### config.mk
export PLATFORM = sky130hd
export DESIGN_NAME = ledger_writer
export DESIGN_NICKNAME = d
export VERILOG_FILES = /design/src/rtl/ledger_writer.sv
export SDC_FILE = /design/constraint.sdc
export NUM_CORES = 1
export LEC_CHECK = 0
export ABC_AREA = 1
export BUFFER_PORTS_ARGS = -buffer_cell sky130_fd_sc_hd__buf_2
export CORE_ASPECT_RATIO = 1.5
export CORE_MARGIN = 1.5
export CORE_UTILIZATION = 30
export DETAILED_ROUTE_END_ITERATION = 10
export MAX_ROUTING_LAYER = met4
export SLEW_MARGIN = 20
export SYNTH_ARGS = -nofsm -noshare
export SYNTH_HDL_FRONTEND = slang
export SYNTH_SLANG_ARGS = --single-unit
export TNS_END_PERCENT = 20
### constraint.sdc
create_clock -name clock -period 2.4 [get_ports clock]
set_clock_uncertainty 0.2 [all_clocks]
set_input_delay 0.48 -clock clock [delete_from_list [all_inputs] [get_ports clock]]
set_output_delay 0.48 -clock clock [all_outputs]
set_load 0.01 [all_outputs]
### src/rtl/ledger_writer.sv
// Commits a 48-bit player record into the byte-wide ledger RAM, one byte per cycle.
// Define LEDGER_READBACK_VERIFY_EN to compile in the read-back VERIFY pass and error reporting.
module ledger_writer #(
  parameter int BASE_ADDR = 0,
  parameter int ADDR_W    = 5
) (
  input  logic              clock,
  input  logic              reset,
  input  logic              start,
  input  logic [47:0]       result_in,
  input  logic [7:0]        mem_q,
  output logic [ADDR_W-1:0] mem_address,
  output logic [7:0]        mem_data,
  output logic              mem_wren,
  output logic              busy,
  output logic              done,
  output logic              error
);

  // state    | meaning
  // S_IDLE   | waiting for start; shadow holds the last committed record
  // S_WRITE  | presenting byte idx of the shadow record with write enable
  // S_VERIFY | presenting read address idx (idx 6 is the drain cycle)
  // S_DONE   | one cycle that produces the registered done pulse
  typedef enum logic [1:0] {
    S_IDLE   = 2'd0,
    S_WRITE  = 2'd1,
    S_DONE   = 2'd2
`ifdef LEDGER_READBACK_VERIFY_EN
    , S_VERIFY = 2'd3
`endif
  } state_t;

  localparam logic [ADDR_W-1:0] BASE     = ADDR_W'(BASE_ADDR);
  localparam logic [2:0]        LAST_IDX = 3'd5;

  state_t            state, state_nxt;
  logic [2:0]        idx, idx_nxt;
  logic [47:0]       shadow, shadow_nxt;
  logic [ADDR_W-1:0] addr_nxt;
  logic [7:0]        data_nxt;
  logic              wren_nxt, busy_nxt, done_nxt, error_nxt;

  function automatic logic [7:0] byte_sel(input logic [47:0] rec, input logic [2:0] i);
    logic [7:0] b;
    case (i)
      3'd0:    b = rec[47:40];
      3'd1:    b = rec[39:32];
      3'd2:    b = rec[31:24];
      3'd3:    b = rec[23:16];
      3'd4:    b = rec[15:8];
      default: b = rec[7:0];
    endcase
    return b;
  endfunction

`ifdef LEDGER_READBACK_VERIFY_EN
  // Read data trails the address by one RAM cycle plus our output register.
  logic       rd_vld1, rd_vld1_nxt, rd_vld2;
  logic [2:0] rd_idx1, rd_idx1_nxt, rd_idx2;
`else
  logic unused_mem_q;
  assign unused_mem_q = ^mem_q;
`endif

  always_comb begin
    state_nxt  = state;
    idx_nxt    = idx;
    shadow_nxt = shadow;
    addr_nxt   = mem_address;
    data_nxt   = mem_data;
    wren_nxt   = 1'b0;
    done_nxt   = 1'b0;
    error_nxt  = error;
    busy_nxt   = (state != S_IDLE);
`ifdef LEDGER_READBACK_VERIFY_EN
    rd_vld1_nxt = 1'b0;
    rd_idx1_nxt = idx;
    if (rd_vld2 && (mem_q != byte_sel(shadow, rd_idx2)))
      error_nxt = 1'b1;
`endif
    case (state)
      S_IDLE: begin
        if (start) begin
          state_nxt  = S_WRITE;
          shadow_nxt = result_in;
          idx_nxt    = 3'd0;
          error_nxt  = 1'b0;
        end
      end
      S_WRITE: begin
        addr_nxt = BASE + ADDR_W'(idx);
        data_nxt = byte_sel(shadow, idx);
        wren_nxt = 1'b1;
        if (idx == LAST_IDX) begin
          idx_nxt = 3'd0;
`ifdef LEDGER_READBACK_VERIFY_EN
          state_nxt = S_VERIFY;
`else
          state_nxt = S_DONE;
`endif
        end else begin
          idx_nxt = idx + 3'd1;
        end
      end
`ifdef LEDGER_READBACK_VERIFY_EN
      S_VERIFY: begin
        if (idx <= LAST_IDX) begin
          addr_nxt    = BASE + ADDR_W'(idx);
          rd_vld1_nxt = 1'b1;
        end
        if (idx == 3'd6) begin
          state_nxt = S_DONE;
          idx_nxt   = 3'd0;
        end else begin
          idx_nxt = idx + 3'd1;
        end
      end
`endif
      S_DONE: begin
        done_nxt  = 1'b1;
        state_nxt = S_IDLE;
      end
      default: state_nxt = S_IDLE;
    endcase
  end

  always_ff @(posedge clock) begin
    if (reset) begin
      state       <= S_IDLE;
      idx         <= 3'd0;
      shadow      <= '0;
      mem_address <= BASE;
      mem_data    <= '0;
      mem_wren    <= 1'b0;
      busy        <= 1'b0;
      done        <= 1'b0;
      error       <= 1'b0;
`ifdef LEDGER_READBACK_VERIFY_EN
      rd_vld1     <= 1'b0;
      rd_vld2     <= 1'b0;
      rd_idx1     <= 3'd0;
      rd_idx2     <= 3'd0;
`endif
    end else begin
      state       <= state_nxt;
      idx         <= idx_nxt;
      shadow      <= shadow_nxt;
      mem_address <= addr_nxt;
      mem_data    <= data_nxt;
      mem_wren    <= wren_nxt;
      busy        <= busy_nxt;
      done        <= done_nxt;
      error       <= error_nxt;
`ifdef LEDGER_READBACK_VERIFY_EN
      rd_vld1     <= rd_vld1_nxt;
      rd_vld2     <= rd_vld1;
      rd_idx1     <= rd_idx1_nxt;
      rd_idx2     <= rd_idx1;
`endif
    end
  end

endmodule

==> impl_summary.md <==
Global routing
Global routing used 28.9% of the available met2 tracks. The number of antenna violations at the first check in global routing came to 0. The via count of the first global-routing pass was 2690. Entering global routing, the biggest net connects 58 pins. The all-layer global routing usage is 16.1%.

Global routing finished with a remaining overflow of 0. The global-route track usage on met3 is 2.72%. For met1 alone, demand over resource in global routing was 17.8%. The wire length of the first global-routing pass is 12.7 mm.

The most heavily used metal layer in global routing is met2.

Detailed routing
The detailed-route vias per instance is 4.63. The first TritonRoute pass finished after 4 iterations. The total length of routed wires is 7.64 mm. The routed layout has 2770 vias.

In the routed design, unresolved DRC markers number 0. The count of antenna-violating nets left after detailed routing is 0. The average wire per cell in the routed design is 12.8 µm. The first routing iteration left 163 violations.

Finish
After routing the design area is 0.00359 mm². The fraction of final layout cells sized beyond drive strength 1 is 25.3%. The net total in the final layout is 538. The most common cell after layout, fill and taps aside is sky130_fd_sc_hd__nor2_1.

Leaving out fill and tap cells, the most frequent cells in the layout are sky130_fd_sc_hd__nor2_1 (93), sky130_fd_sc_hd__nand2_1 (78), sky130_fd_sc_hd__dfxtp_1 (67). The repair_antennas step left the layout with diodes totalling 0. For this run, the share of the core covered by cells in the final layout is 37.5%. The area growth from synthesis to layout is 22.6%.

Floorplanning
The starting density of the core is 30.6%. The die covers 0.0104 mm². In this run the count of I/O pins placed on the die edge is 76.

The floorplan step set the die height to 124 µm. The floorplan has 44 rows. The core region is 0.00958 mm². From left edge to right edge, the die measures 83.7 µm.

Synth
The synthesized instance count is 420. The total standard cell area after synthesis is 0.00293 mm². Yosys printed 0 warnings. The number of different library cells used by synthesis comes to 25.

The fraction of the yosys area taken by sequential cells is 45.8%. In the post-synthesis netlist, the biggest area contributors are sky130_fd_sc_hd__dfxtp_1 (46%), sky130_fd_sc_hd__nor2_1 (12%), sky130_fd_sc_hd__nand2_1 (10%), sky130_fd_sc_hd__o21ai_0 (7.2%), sky130_fd_sc_hd__nand3_1 (4.4%). The number of flip-flops and latches in the synthesized netlist is 67. Summed over all instances, the cell type with the most area after synthesis is sky130_fd_sc_hd__dfxtp_1. After synthesis, the largest area contributor takes up 45.8% of total cell area. Averaged over all synthesized cells, the footprint is 6.97 µm².

Place
Once detailed placement completed, the half-perimeter wirelength came to 5.44 mm. Routability-driven placement finished with a final weighted congestion of 0.893. OpenSTA, run right after detailed placement, puts the worst setup slack at 0.438 ns. The placed cell area is 0.00332 mm². Port buffering added 64 buffers.

Setup path
The critical path goes through nand2_1, inv_1, ha_1, nor2_8, nand2_4, nand2_1, inv_2, nand2_1, nand2_1, a21oi_2. At the worst endpoint, the arrival time is 1.98 ns. The most frequent cell on the critical path is sky130_fd_sc_hd__nand2_1. Among all stages on the critical path, the largest delay is contributed by sky130_fd_sc_hd__dfxtp_1. In this run the worst path has a maximum fanout of 9. STA classifies the critical path endpoint as a flop. The category of the critical setup timing path is reg -> reg. The worst setup path is launched from a flop. In this design, the stage delay of the slowest critical-path cell is 0.50 ns.

Data on the critical path is required at its endpoint by 2.40 ns.

Power and ir drop
For this design the static power due to leakage is 0.00174 µW. In this run the power density over the cells is 768 mW/mm². The fraction of power consumed by the clock network is 43.2%. The analysis attributes to net switching a power of 715 µW. Net switching is 26.0% of the power. The total internal power is 2040 µW. Combinational logic burns 11.7% of the power. Of the total power, registers draw 45.0%. The worst vdd rail ir drop is 483 µV.

Clocking
TritonCTS built the clock tree. The post-CTS clock slew at the launch and capture registers of the worst setup and hold paths is 0.05 ns. The tree is rooted in a sky130_fd_sc_hd__clkbuf_16. The H-tree depth reported by CTS is 3.

Post-CTS repair changed the size of 0 cells. The number of CTS-inserted buffers is 9. The maximum clock insertion buffer count is 2. The TritonCTS sink count is 67.

The number of hold buffers added after cts is 0. Once the clock tree was built, the setup fixing pass inserted 0 buffers. At the later pin of the worst-skew pair, clock insertion delay measures 0.32 ns.

Timing
The maximum operating frequency is 505 MHz. Of the available clock period, the critical path in the final layout requires 82.5%. After routing, the total negative slack on setup checks comes to 0 ns. The hold slack is 0.176 ns.

Counting I/O delays and the setup requirement, the final critical path takes 1.98 ns. The least setup slack across all paths after layout is 0.421 ns. The headroom to the max-slew limit is 40.6%. Setup repair after global routing left no endpoint under its margin. The final hold violation count is 0.

The max-slew violation total from the final report is 0. Setup violations remaining at the end of the flow were counted as 0. At the pin with the least slew margin, the transition time is 0.890 ns.

Job
The max capacitance violation total is 0.

Run status
The flow ran to the end, and the final reports show no timing, DRC or antenna violations.

Min path
The min-delay analysis places its worst path in the category in -> reg.
synthesized netlist by cell type (all sizes together):
library cell,n
a21oi,23
or2,1
inv,35
dfxtp,67
nand2,80
nand4,8
nor2,98
buf,14
nor3,2
o21ai,52
nand3,26
conb,1
ha,1
clkbuf,12
flip-flops by register name, indices dropped and copies added (netlist names):
register,flops
busy,1
done,1
idx,3
mem_address,3
mem_data,8
mem_wren,1
shadow,48
state,2
cell families (layout without fill, tap and decap cells):
kind of cell,Yosys count,count (layout),synth area share (%)
flip-flops,67,67,45.8
buffers and inverters,61,122,9.14
AND/OR/NAND/NOR,215,215,30.9
adder cells (fa/ha/maj),1,1,0.427
other,1,3,0.128
AO/OA/AOI/OAI,75,75,13.6
final timing paths:
| kind | start | endpoint | slack, ns | cells past startpoint |
|---|---|---|---|---|
| worst max-delay path | idx[1] | mem_data[4] | 0.42 | 10 |
| worst min-delay path | result_in[37] | shadow[37] | 0.18 | 3 |
| worst max register to register | idx[1] | mem_data[4] | 0.42 | 10 |
| worst min register to register | state[0] | done | 0.25 | 1 |
per-stage QoR:
step           cells  total power (µW)
6_report         598              2760
5_1_grt          598              2890
4_1_cts          598              2780
3_5_place_dp     582              1590
3_3_place_gp     582              1590
2_1_floorplan    422              1470
routing by layer:
layer | part of all wire [%] | vias up
li1 | - | 1453
met1 | 42 | 1245
met2 | 52 | 63
met3 | 3.8 | 9
met4 | 1.8 | 0
met5 | 0 | -
critical path: cells and delay by family, from the launching register on:
kind                       cells  cell delay, ns
and+or+nand+nor                6            0.56
DFF                            1            0.50
adders and majority gates      1            0.42
buffers and inverters          2            0.11
AOI/OAI and AO/OA              1            0.05
area by class of cell:
type	count	area, µm²
clock inverters	4	26.3
fillers	1071	5990
well taps	115	144
inverters	35	131
flip-flops and latches	67	1340
clock buffers	12	246
repair buffers	71	373
multi-input cells	294	1330
power by group through the flow:
stage	registers, µW	logic (µW)	clock network [µW]
after global placement	1260	322	0
final	1240	323	1190
after CTS	1240	328	1220
after detailed placement	1260	325	0
after floorplan	1260	219	0
after global routing	1250	381	1250
(Power assumes the default switching activity.)
